$ cat src/rtl/msrv32_pkg.sv
// Shared msrv32 definitions: default NOP, instruction field positions, fetch entry payload.
package msrv32_pkg;

  localparam int unsigned XLEN = 32;

  localparam logic [XLEN-1:0] NOP_INSTR_DEFAULT = 32'h0000_0013;

  localparam int unsigned OPCODE_LSB = 0;
  localparam int unsigned OPCODE_W   = 7;
  localparam int unsigned RD_LSB     = 7;
  localparam int unsigned RD_W       = 5;
  localparam int unsigned FUNCT3_LSB = 12;
  localparam int unsigned FUNCT3_W   = 3;
  localparam int unsigned RS1_LSB    = 15;
  localparam int unsigned RS1_W      = 5;
  localparam int unsigned RS2_LSB    = 20;
  localparam int unsigned RS2_W      = 5;
  localparam int unsigned FUNCT7_LSB = 25;
  localparam int unsigned FUNCT7_W   = 7;

  typedef struct packed {
    logic [XLEN-1:0] pc;
    logic [XLEN-1:0] instr;
    logic            misaligned;
  } fetch_entry_t;

endpackage

$ cat src/rtl/msrv32_instr_fetch_buffer.sv
// Two-entry instruction fetch buffer between instruction memory and decode.
// Head entry is presented combinationally; NOP is shown whenever the buffer is empty.
module msrv32_instr_fetch_buffer
  import msrv32_pkg::*;
#(
  parameter logic [XLEN-1:0] NOP_INSTR = NOP_INSTR_DEFAULT
) (
  input  logic                clk_in,
  input  logic                rst_n_in,
  input  logic                imem_valid_in,
  input  logic [XLEN-1:0]     imem_data_in,
  input  logic [XLEN-1:0]     imem_pc_in,
  output logic                imem_ready_out,
  input  logic                flush_in,
  input  logic                stall_in,
  output logic                instr_valid_out,
  output logic [XLEN-1:0]     instr_out,
  output logic [XLEN-1:0]     pc_out,
  output logic                misaligned_out,
  output logic [OPCODE_W-1:0] opcode_out,
  output logic [FUNCT3_W-1:0] funct3_out,
  output logic [FUNCT7_W-1:0] funct7_out,
  output logic [RS1_W-1:0]    rs1_addr_out,
  output logic [RS2_W-1:0]    rs2_addr_out,
  output logic [RD_W-1:0]     rd_addr_out
);

  typedef enum logic [1:0] {
    EMPTY = 2'd0,
    ONE   = 2'd1,
    FULL  = 2'd2
  } state_t;

  state_t       state;
  state_t       state_next;
  logic         wr_ptr;
  logic         rd_ptr;
  logic         push;
  logic         pop;
  fetch_entry_t mem [2];
  fetch_entry_t head;

  assign imem_ready_out  = (state != FULL);
  assign instr_valid_out = (state != EMPTY);
  assign push            = imem_valid_in & imem_ready_out;
  assign pop             = instr_valid_out & ~stall_in;

  // Occupancy tracking; flush overrides every other event
  always_comb begin
    state_next = state;
    if (flush_in) begin
      state_next = EMPTY;
    end else begin
      case (state)
        EMPTY: if (push) state_next = ONE;
        ONE: begin
          if (push && !pop)      state_next = FULL;
          else if (pop && !push) state_next = EMPTY;
        end
        FULL:  if (pop) state_next = ONE;
        default: state_next = EMPTY;
      endcase
    end
  end

  always_ff @(posedge clk_in or negedge rst_n_in) begin
    if (!rst_n_in) begin
      state  <= EMPTY;
      wr_ptr <= 1'b0;
      rd_ptr <= 1'b0;
    end else begin
      state <= state_next;
      if (flush_in) begin
        wr_ptr <= 1'b0;
        rd_ptr <= 1'b0;
      end else begin
        if (push) wr_ptr <= ~wr_ptr;
        if (pop)  rd_ptr <= ~rd_ptr;
      end
    end
  end

  // Payload storage needs no reset: occupancy alone decides what is visible
  always_ff @(posedge clk_in) begin
    if (push && !flush_in) begin
      mem[wr_ptr] <= '{pc: imem_pc_in, instr: imem_data_in,
                       misaligned: (imem_pc_in[1:0] != 2'b00)};
    end
  end

  assign head = mem[rd_ptr];

  always_comb begin
    instr_out      = NOP_INSTR;
    pc_out         = '0;
    misaligned_out = 1'b0;
    if (instr_valid_out) begin
      instr_out      = head.instr;
      pc_out         = head.pc;
      misaligned_out = head.misaligned;
    end
  end

  assign opcode_out   = instr_out[OPCODE_LSB +: OPCODE_W];
  assign funct3_out   = instr_out[FUNCT3_LSB +: FUNCT3_W];
  assign funct7_out   = instr_out[FUNCT7_LSB +: FUNCT7_W];
  assign rs1_addr_out = instr_out[RS1_LSB +: RS1_W];
  assign rs2_addr_out = instr_out[RS2_LSB +: RS2_W];
  assign rd_addr_out  = instr_out[RD_LSB +: RD_W];

endmodule

$ cat config.mk
export PLATFORM = sky130hd
export DESIGN_NAME = msrv32_instr_fetch_buffer
export DESIGN_NICKNAME = d
export VERILOG_FILES = /design/src/rtl/msrv32_pkg.sv /design/src/rtl/msrv32_instr_fetch_buffer.sv
export SDC_FILE = /design/constraint.sdc
export NUM_CORES = 1
export LEC_CHECK = 0
export ABC_AREA = 1
export CAP_MARGIN = 20
export CORE_ASPECT_RATIO = 0.5
export CORE_MARGIN = 1
export CORE_UTILIZATION = 39
export DETAILED_ROUTE_END_ITERATION = 8
export PLACE_DENSITY_LB_ADDON = 0.1
export SETUP_SLACK_MARGIN = 0.5
export SYNTH_ARGS = -nofsm -noshare
export SYNTH_HDL_FRONTEND = slang
export SYNTH_SLANG_ARGS = --single-unit
$ cat constraint.sdc
create_clock -name clk_in -period 5.2 [get_ports clk_in]
set_input_delay 1.3 -clock clk_in [delete_from_list [all_inputs] [get_ports clk_in]]
set_output_delay 1.3 -clock clk_in [all_outputs]
set_load 0.01 [all_outputs]
* After elaboration in Yosys (flattened, before gate mapping)
Memory sizes are Yosys's and may differ from the RTL's.
Index checks and enable logic that the tools add are counted.
** Storage, ports and cells
- Bits in registers :: 4
- RAM bits :: 130
- Input port bits :: 69
- Word-level logic and storage cells :: 42
- Memories :: 1
** Memories
- mem :: depth 2, width 65, rd ports 1, clocked after Yosys merged registers in 0, wr ports 1, RTL line msrv32_instr_fetch_buffer.sv:40 : fetch_entry_t mem [2];
** Operators by class
- Eq/ne operators :: 6
- Multiplexer cells :: 15
- Bitwise logic cells :: 5
- Reductions and logical operators :: 12
** Operator list (count)
- $mux 32 :: 2
- $mux 2 :: 5
- $reduce_bool 2->1 :: 4
- $mux 1 :: 7
- $ne 3x3->1 const B :: 2
- $pmux 2 s3 :: 1
- $ne 4x4->1 const B :: 1
- $logic_and 1x1->1 :: 3
- $logic_not 1->1 :: 3
- $not 1->1 :: 3
- $reduce_and 3->1 :: 1
- $and 1x1->1 :: 2
- $eq 2x1->1 const B :: 1
- $eq 2x2->1 const B :: 1
- $logic_not 2->1 :: 1
- $ne 2x2->1 const B :: 1

* Depth between registers and ports, before layout
Gate-level depths: netlist (run 1).
- Depth in word-level cells :: 8
- Mapped depth :: 6

* Worst setup path before layout (run 1)
Ideal clock, no wire load.
- Path type :: input -> register
- From :: in imem_valid_in
- To :: mem mem[0][0] (netlist bit) (enable)
- Setup time :: 488 ps
- Data arrival time :: 4337 ps
- Data required time :: 4712 ps
- Slack :: 374 ps
- Cell stages on the path :: 4
- Buffers on the path :: 0
- Cell sequence :: inv_1 a21oi_1 nand2_1 nor2_1
** Between the ends
- Cells in the longest elaborated chain, start to end :: 4
** Ends and longest elaborated chain
- from (decl) :: RTL line msrv32_instr_fetch_buffer.sv:10 : input logic imem_valid_in,
- $and 1x1->1 :: RTL line msrv32_instr_fetch_buffer.sv:45 : assign push = imem_valid_in & imem_ready_out;
- $logic_and 1x1->1 :: RTL line msrv32_instr_fetch_buffer.sv:85 : if (push && !flush_in) begin
- $mux 1 :: RTL line msrv32_instr_fetch_buffer.sv:85
- $mux 1 (implied by the code) :: RTL line msrv32_instr_fetch_buffer.sv:86 : mem[wr_ptr] <= '{pc: imem_pc_in, instr: imem_data_in,
- to (decl) :: RTL line msrv32_instr_fetch_buffer.sv:40
Every way passes these cells.

* Final worst setup path (run 1)
- From :: reg rd_ptr
- To :: out opcode_out[6]
** Between the ends
- Cells in the longest elaborated chain, start to end :: 2
** Ends and longest elaborated chain
- from (decl) :: RTL line msrv32_instr_fetch_buffer.sv:37 : logic rd_ptr;
- from (signal assigned) :: RTL line msrv32_instr_fetch_buffer.sv:78 : if (pop) rd_ptr <= ~rd_ptr;
- $mem_v2 2x65
- $mux 32 :: RTL line msrv32_instr_fetch_buffer.sv:97 : if (instr_valid_out) begin
- to (decl) :: RTL line msrv32_instr_fetch_buffer.sv:20 : output logic [OPCODE_W-1:0] opcode_out,
Every way passes these cells.

==> results of run 1 <==
-- final timing paths --
kind | start | endpoint | cells past startpoint
min in group asynchronous | rst_n_in | state[1] | 1
max in group asynchronous | rst_n_in | rd_ptr | 1
max reg2reg | state[1] | mem[0][0] | 4
min | wr_ptr | wr_ptr | 1
min reg2reg | wr_ptr | wr_ptr | 1
max | rd_ptr | opcode_out[6] | 5
-- state kept, by name, summed over array words and instances (netlist names) --
name / count
mem: 130
rd_ptr: 1
wr_ptr: 1
state: 2
-- cell type report --
type                            instances  area [um^2]  share of cell area (%)
Inverter                                7        26.28                  0.3490
Clock buffer                           18        429.2                   5.700
Clock inverter                         13        157.7                   2.094
Multi-Input combinational cell        221        954.7                   12.68
Tap cell                              170        212.7                   2.825
Timing Repair Buffer                  175         1744                   23.16
Sequential cell                       134         4005                   53.19
-- logic make-up after synthesis --
family | Yosys count | synth area share [%]
compound gates | 67 | 6.312
buf+inv | 59 | 7.042
flops | 134 | 75.37
simple gates | 154 | 11.28
-- worst max-delay path: cells and delay by family, from the launching register on --
| family | cells | cell delay [ns] |
|---|---|---|
| buffers and inverters | 3 | 1.56 |
| DFF | 1 | 0.40 |
| AOI/OAI and AO/OA | 1 | 0.20 |
| and+or+nand+nor | 1 | 0.08 |
-- layer usage --
layer  vias to the layer above  part of all wire [%]  global-route usage (%)
met4                         0                  0.48                   5.556
met5                         -                     0                       0
met2                       114                    47                   27.35
met3                         5                   6.6                   5.045
met1                      1640                    46                   21.34
li1                       1701                     -                       -
-- synth_stat cells, drive strengths merged --
library cell | n | share of area, %
a21oi | 64 | 6.0
buf | 49 | 6.3
clkbuf | 3 | 0.21
dfrtp | 4 | 1.9
edfxtp | 130 | 73
inv | 7 | 0.49
nand2 | 140 | 9.9
nand3 | 6 | 0.57
nand4 | 2 | 0.24
nor2 | 4 | 0.33
nor3 | 1 | 0.094
o21ai | 3 | 0.28
or2 | 1 | 0.12
-- metrics by stage --
stage	cell area, um^2	power [mW]	hold WS, ns
2_1_floorplan	5313	1.600	0.4807
3_3_place_gp	6943	1.917	0.5677
3_5_place_dp	6943	1.921	0.5861
4_1_cts	7530	3.116	0.5940
5_1_grt	7530	3.204	0.6459
6_report	7530	3.076	0.5891
-- power by group --
| group | switching (mW) | total (mW) | internal [mW] | leakage (nW) |
|---|---|---|---|---|
| clock network | 0.437 | 1.19 | 0.750 | 0.280 |
| logic | 0.315 | 0.636 | 0.321 | 1.13 |
| registers | 0.0143 | 1.25 | 1.24 | 1.24 |
| total | 0.766 | 3.08 | 2.31 | 2.65 |
==> impl_metrics.xml, run 1 <==
<?xml version="1.0" encoding="UTF-8"?>
<metrics>
  <group name="outcome">
    <metric name="run_status" unit="">finished, final reports clean</metric>
  </group>
  <group name="clock_tree">
    <metric name="ctsLongestPathBuffers" unit="">2</metric>
    <metric name="cts.clk_slew.worst_paths" unit="ns">0.05</metric>
    <metric name="number_of_buffers_added_by_the_clock_tree_synthesis_step" unit="">17</metric>
    <metric name="cts_resized" unit="">0</metric>
    <metric name="cts_post_setup_buffers_inserted" unit="">0</metric>
    <metric name="post_cts_hold_buffer_count" unit="">0</metric>
    <metric name="worst_skew_pair.late_latency" unit="ns">0.40</metric>
    <metric name="cts_num_sinks" unit="">134</metric>
    <metric name="deepest_level_of_the_cts_h_tree" unit="">4</metric>
    <metric name="tritoncts" unit="">done</metric>
    <metric name="clock_tree.root_cell" unit="">sky130_fd_sc_hd__clkbuf_16</metric>
  </group>
  <group name="sta">
    <metric name="timing.final.ws_setup" unit="ns">1.264</metric>
    <metric name="post_layout_min_period" unit="ns">3.936</metric>
    <metric name="tightest_slew" unit="ns">0.7649</metric>
    <metric name="maxSlewViolCount" unit="">0</metric>
    <metric name="tns" unit="ns">0</metric>
    <metric name="setup_viol" unit="">0</metric>
    <metric name="fin_crit_sh" unit="%">75.70</metric>
    <metric name="largest_clock_skew_in_the_final_design" unit="ns">0.01164</metric>
    <metric name="max_slew_margin" unit="%">49.01</metric>
    <metric name="number_of_failing_hold_endpoints_at_the_final_stage" unit="">0</metric>
    <metric name="grt_setup_unrepaired" unit="">false</metric>
    <metric name="fmax" unit="MHz">254.0</metric>
  </group>
  <group name="placed_design">
    <metric name="input_output_buffers" unit="">167</metric>
    <metric name="place_congestion" unit="">0.7860</metric>
    <metric name="post-dp-hpwl" unit="um">6990</metric>
    <metric name="detailedPlace.worstSlack" unit="ns">1.596</metric>
    <metric name="inst_count_dp" unit="">707</metric>
  </group>
  <group name="cells_and_area">
    <metric name="num-nets-final" unit="">625</metric>
    <metric name="final_common_cell" unit="">sky130_fd_sc_hd__clkdlybuf4s50_1</metric>
    <metric name="final-instance-count-excl-fill" unit="">738</metric>
    <metric name="final_core_util" unit="%">58.13</metric>
    <metric name="layout-area-overhead-vs-synth" unit="%">41.73</metric>
    <metric name="post_route_cells_drive_above_1_share" unit="%">7.923</metric>
    <metric name="layout.cells.most_common_list" unit="">sky130_fd_sc_hd__clkdlybuf4s50_1 (167), sky130_fd_sc_hd__nand2_1 (139), sky130_fd_sc_hd__edfxtp_1 (130)</metric>
    <metric name="diodes" unit="">0</metric>
    <metric name="n_fill_cell" unit="">1059</metric>
  </group>
  <group name="route">
    <metric name="ant_nets" unit="">0</metric>
    <metric name="post_drt_wl_per_cell" unit="um">15.52</metric>
    <metric name="wl" unit="um">11460</metric>
    <metric name="first_iter_violations" unit="">209</metric>
    <metric name="post_detailed_route_drc_marker_count" unit="">0</metric>
    <metric name="vias" unit="">3460</metric>
    <metric name="firstDrtPassIters" unit="">4</metric>
    <metric name="vias_per_cell" unit="">4.688</metric>
  </group>
  <group name="global_routing">
    <metric name="grt_pass1_vias" unit="">3421</metric>
    <metric name="grt_first_pass_wirelength" unit="um">17570</metric>
    <metric name="grt-ovfl-total" unit="">0</metric>
    <metric name="largest_net_degree_at_the_start_of_global_routing" unit="">66</metric>
    <metric name="overall_track_demand_over_capacity_in_global_routing" unit="%">16.69</metric>
    <metric name="grt_antenna_before_repair" unit="">0</metric>
  </group>
  <group name="floorplanning">
    <metric name="die_y" unit="um">84.53</metric>
    <metric name="top_level_ports" unit="">168</metric>
    <metric name="design.core.area" unit="um^2">12950</metric>
    <metric name="placement_rows" unit="">29</metric>
    <metric name="chipWidth" unit="um">167.1</metric>
    <metric name="initial_utilization" unit="%">41.01</metric>
    <metric name="total_die_area" unit="um^2">14120</metric>
  </group>
  <group name="logic_synthesis">
    <metric name="syn-num-nets" unit="">483</metric>
    <metric name="ys_types" unit="">19</metric>
    <metric name="post_synth_instance_area" unit="um^2">5313</metric>
    <metric name="ys_ff_latch" unit="">134</metric>
    <metric name="yosysWarnings" unit="">0</metric>
    <metric name="syn-instance-count" unit="">414</metric>
    <metric name="yosysSeqAreaShare" unit="%">75.37</metric>
    <metric name="syn-mean-instance-area" unit="um^2">12.83</metric>
  </group>
  <group name="worst_setup_path">
    <metric name="worst-endpoint-required" unit="ns">3.90</metric>
    <metric name="end_kind" unit="">output port</metric>
    <metric name="cp_slowest_cell" unit="">sky130_fd_sc_hd__clkdlybuf4s50_1</metric>
    <metric name="critPathLaunchType" unit="">flop</metric>
    <metric name="timing.critical_path.arrival" unit="ns">2.64</metric>
    <metric name="critical_path.max_stage_delay" unit="ns">0.59</metric>
    <metric name="worst-setup-path-type" unit="">flop to output port</metric>
    <metric name="regToRegSetupSlack" unit="ns">3.26</metric>
    <metric name="crit_path_max_fanout" unit="">43</metric>
    <metric name="worstPathCellList" unit="">inv_2 &gt; buf_4 &gt; nand2_1 &gt; a21oi_1 &gt; clkdlybuf4s50_1</metric>
  </group>
  <group name="pwr">
    <metric name="power-per-cell-area" unit="nW/um^2">408.5</metric>
    <metric name="power.static_leakage" unit="nW">2.655</metric>
    <metric name="max_vdd_drop" unit="mV">0.1791</metric>
  </group>
  <group name="run">
    <metric name="cap_violations" unit="">0</metric>
  </group>
  <group name="min_path">
    <metric name="min_path_type" unit="">flop to flop</metric>
  </group>
</metrics>
No activity file was read; power rests on OpenSTA's default activity.
==> run 2: changes to the inputs <==
Clock period 5.2 ns to 3.8 ns, I/O delays scaled along.
==> impl_metrics.xml, run 2 (same netlist as run 1, synthesis figures left out) <==
<?xml version="1.0" encoding="UTF-8"?>
<metrics>
  <group name="cells_and_area">
    <metric name="diodes" unit="">0</metric>
    <metric name="largest_reg_flops" unit="">130</metric>
    <metric name="n_fill_cell" unit="">1057</metric>
    <metric name="layout-area-overhead-vs-synth" unit="%">42.89</metric>
    <metric name="final_core_util" unit="%">58.60</metric>
    <metric name="layout.cells.most_common_list" unit="">sky130_fd_sc_hd__clkdlybuf4s50_1 (165), sky130_fd_sc_hd__nand2_1 (139), sky130_fd_sc_hd__edfxtp_1 (130)</metric>
    <metric name="top_regs" unit="">mem x130, state x2</metric>
    <metric name="regMostFlops" unit="">mem</metric>
    <metric name="num-nets-final" unit="">628</metric>
    <metric name="final-instance-count-excl-fill" unit="">741</metric>
    <metric name="post_route_cells_drive_above_1_share" unit="%">8.757</metric>
    <metric name="final_common_cell" unit="">sky130_fd_sc_hd__clkdlybuf4s50_1</metric>
  </group>
  <group name="route">
    <metric name="first_iter_violations" unit="">208</metric>
    <metric name="post_drt_wl_per_cell" unit="um">15.08</metric>
    <metric name="vias_per_cell" unit="">4.687</metric>
    <metric name="vias" unit="">3473</metric>
    <metric name="ant_nets" unit="">0</metric>
    <metric name="firstDrtPassIters" unit="">4</metric>
    <metric name="post_detailed_route_drc_marker_count" unit="">0</metric>
    <metric name="wl" unit="um">11170</metric>
  </group>
  <group name="sta">
    <metric name="largest_clock_skew_in_the_final_design" unit="ns">0.005343</metric>
    <metric name="post_layout_min_period" unit="ns">3.166</metric>
    <metric name="setup_viol" unit="">0</metric>
    <metric name="tightest_slew" unit="ns">0.5587</metric>
    <metric name="maxSlewViolCount" unit="">0</metric>
    <metric name="fmax" unit="MHz">315.9</metric>
    <metric name="grt_setup_unrepaired" unit="">true</metric>
    <metric name="max_slew_margin" unit="%">62.76</metric>
    <metric name="tns" unit="ns">0</metric>
    <metric name="number_of_failing_hold_endpoints_at_the_final_stage" unit="">0</metric>
    <metric name="fin_crit_sh" unit="%">83.31</metric>
  </group>
  <group name="pwr">
    <metric name="fin_total_pwr" unit="mW">4.173</metric>
    <metric name="max_vdd_drop" unit="mV">0.2953</metric>
    <metric name="power.static_leakage" unit="nW">2.714</metric>
    <metric name="power-per-cell-area" unit="nW/um^2">549.7</metric>
  </group>
  <group name="worst_setup_path">
    <metric name="timing.rr.start" unit="">state[1]</metric>
    <metric name="regToRegSetupSlack" unit="ns">1.90</metric>
    <metric name="worstPathCellList" unit="">inv_8 &gt; buf_16 &gt; nand2_1 &gt; a21oi_1 &gt; clkdlybuf4s50_1</metric>
    <metric name="end_kind" unit="">output port</metric>
    <metric name="critical_path.max_stage_delay" unit="ns">0.59</metric>
    <metric name="worst-setup-path-type" unit="">flop to output port</metric>
    <metric name="timing.critical_path.arrival" unit="ns">2.22</metric>
    <metric name="crit-reg2reg-capture" unit="">mem[1][43]</metric>
    <metric name="crit_path_max_fanout" unit="">34</metric>
    <metric name="path_delay_family" unit="">buffers and inverters</metric>
    <metric name="cp_slowest_cell" unit="">sky130_fd_sc_hd__dfrtp_4</metric>
    <metric name="timing.reg2reg.worst_path_depth" unit="">4</metric>
    <metric name="critPathLaunchType" unit="">flop</metric>
    <metric name="worst-endpoint-required" unit="ns">2.85</metric>
    <metric name="crit_buf_inv" unit="">3</metric>
  </group>
  <group name="outcome">
    <metric name="run_status" unit="">finished, final reports clean</metric>
  </group>
  <group name="clock_tree">
    <metric name="ctsLongestPathBuffers" unit="">2</metric>
    <metric name="deepest_level_of_the_cts_h_tree" unit="">4</metric>
    <metric name="cts.clk_slew.worst_paths" unit="ns">0.06</metric>
    <metric name="tritoncts" unit="">done</metric>
    <metric name="cts_num_sinks" unit="">134</metric>
    <metric name="clock_tree.root_cell" unit="">sky130_fd_sc_hd__clkbuf_16</metric>
    <metric name="number_of_buffers_added_by_the_clock_tree_synthesis_step" unit="">17</metric>
    <metric name="post_cts_hold_buffer_count" unit="">0</metric>
    <metric name="worst_skew_pair.late_latency" unit="ns">0.40</metric>
  </group>
  <group name="floorplanning">
    <metric name="initial_utilization" unit="%">41.01</metric>
    <metric name="die_y" unit="um">84.53</metric>
    <metric name="chipWidth" unit="um">167.1</metric>
    <metric name="total_die_area" unit="um^2">14120</metric>
    <metric name="top_level_ports" unit="">168</metric>
    <metric name="design.core.area" unit="um^2">12950</metric>
    <metric name="placement_rows" unit="">29</metric>
  </group>
  <group name="run">
    <metric name="cap_violations" unit="">0</metric>
  </group>
  <group name="global_routing">
    <metric name="overall_track_demand_over_capacity_in_global_routing" unit="%">16.81</metric>
    <metric name="grt_pass1_vias" unit="">3393</metric>
    <metric name="grt-ovfl-total" unit="">0</metric>
    <metric name="largest_net_degree_at_the_start_of_global_routing" unit="">50</metric>
    <metric name="grt_antenna_before_repair" unit="">0</metric>
    <metric name="grt_first_pass_wirelength" unit="um">17730</metric>
  </group>
  <group name="min_path">
    <metric name="min_path_type" unit="">flop to flop</metric>
    <metric name="min_delay_worst_endpoint" unit="">wr_ptr</metric>
    <metric name="hold-path-cell-count" unit="">1</metric>
    <metric name="hold_path.startpoint" unit="">wr_ptr</metric>
  </group>
  <group name="placed_design">
    <metric name="place_congestion" unit="">0.7201</metric>
    <metric name="input_output_buffers" unit="">167</metric>
    <metric name="post-dp-hpwl" unit="um">6888</metric>
    <metric name="inst_count_dp" unit="">708</metric>
  </group>
</metrics>
run 2: changes by cell type in the layout (fill, tap and decap cells not counted), sizes merged:
cell,before,now
bufinv,3,2
clkinv,6,7
dlymetal6s2s,0,2
clkdlybuf4s50,167,165
buf,8,11
run 2: through the flow:
stage | hold WS, ns | cell area [um^2] | setup WS (ns)
CTS | 0.5894 | 7536 | 0.4746
global route | 0.6382 | 7591 | 0.4862
detailed placement | 0.5717 | 6963 | 0.7425
global placement | 0.5724 | 6963 | 0.7550
floorplan | 0.5005 | 5318 | 0.3906
finish | 0.5863 | 7591 | 0.6343
run 2: area by class of cell:
type,instances,area (um^2),area share [%]
inverters,7,33.78,0.4450
multi-input cells,221,958.4,12.63
clock buffers,18,429.2,5.654
repair buffers,178,1815,23.92
well taps,170,212.7,2.802
flip-flops and latches,134,4008,52.79
clock inverters,13,133.9,1.764
run 2: repair_timing:
action | CTS | global route
setup endpoints to repair | 95 | 81
buffers inserted | 0 | 2
endpoints found under the hold margin | 0 | 0
gates resized for setup | 3 | 10
run 2: worst max path at each step:
| stage | startpoint | end | slack, ns | cells past startpoint |
|---|---|---|---|---|
| 2_1_floorplan | imem_valid_in | mem[0][0] | 0.39 | 4 |
| 3_3_place_gp | rd_ptr | instr_out[22] | 0.76 | 4 |
| 3_5_place_dp | rd_ptr | rs2_addr_out[2] | 0.74 | 4 |
| 4_1_cts | rd_ptr | instr_out[25] | 0.47 | 5 |
| 5_1_grt | rd_ptr | rs1_addr_out[0] | 0.49 | 4 |
| 6_report | rd_ptr | pc_out[15] | 0.63 | 5 |
run 2: power breakdown:
part           total (mW)  internal, mW  switching [mW]
clock                1.55         0.958           0.595
sequential           1.72          1.70          0.0268
combinational       0.896         0.460           0.436
total                4.17          3.11            1.06
run 2: metal layers:
metal | global-route usage, % | wire length (um)
met5 | 0 | 0
met4 | 5.051 | 106
met3 | 5.233 | 671
met2 | 26.47 | 5205
met1 | 22.48 | 5189
run 2: worst reg2reg max path: cells and delay by family, from the launching register on:
family                 cells  cell delay (ns)
AO/OA/AOI/OAI              1             0.27
buffers and inverters      1             0.47
AND/OR/NAND/NOR            2             0.31
flip-flops                 1             0.45
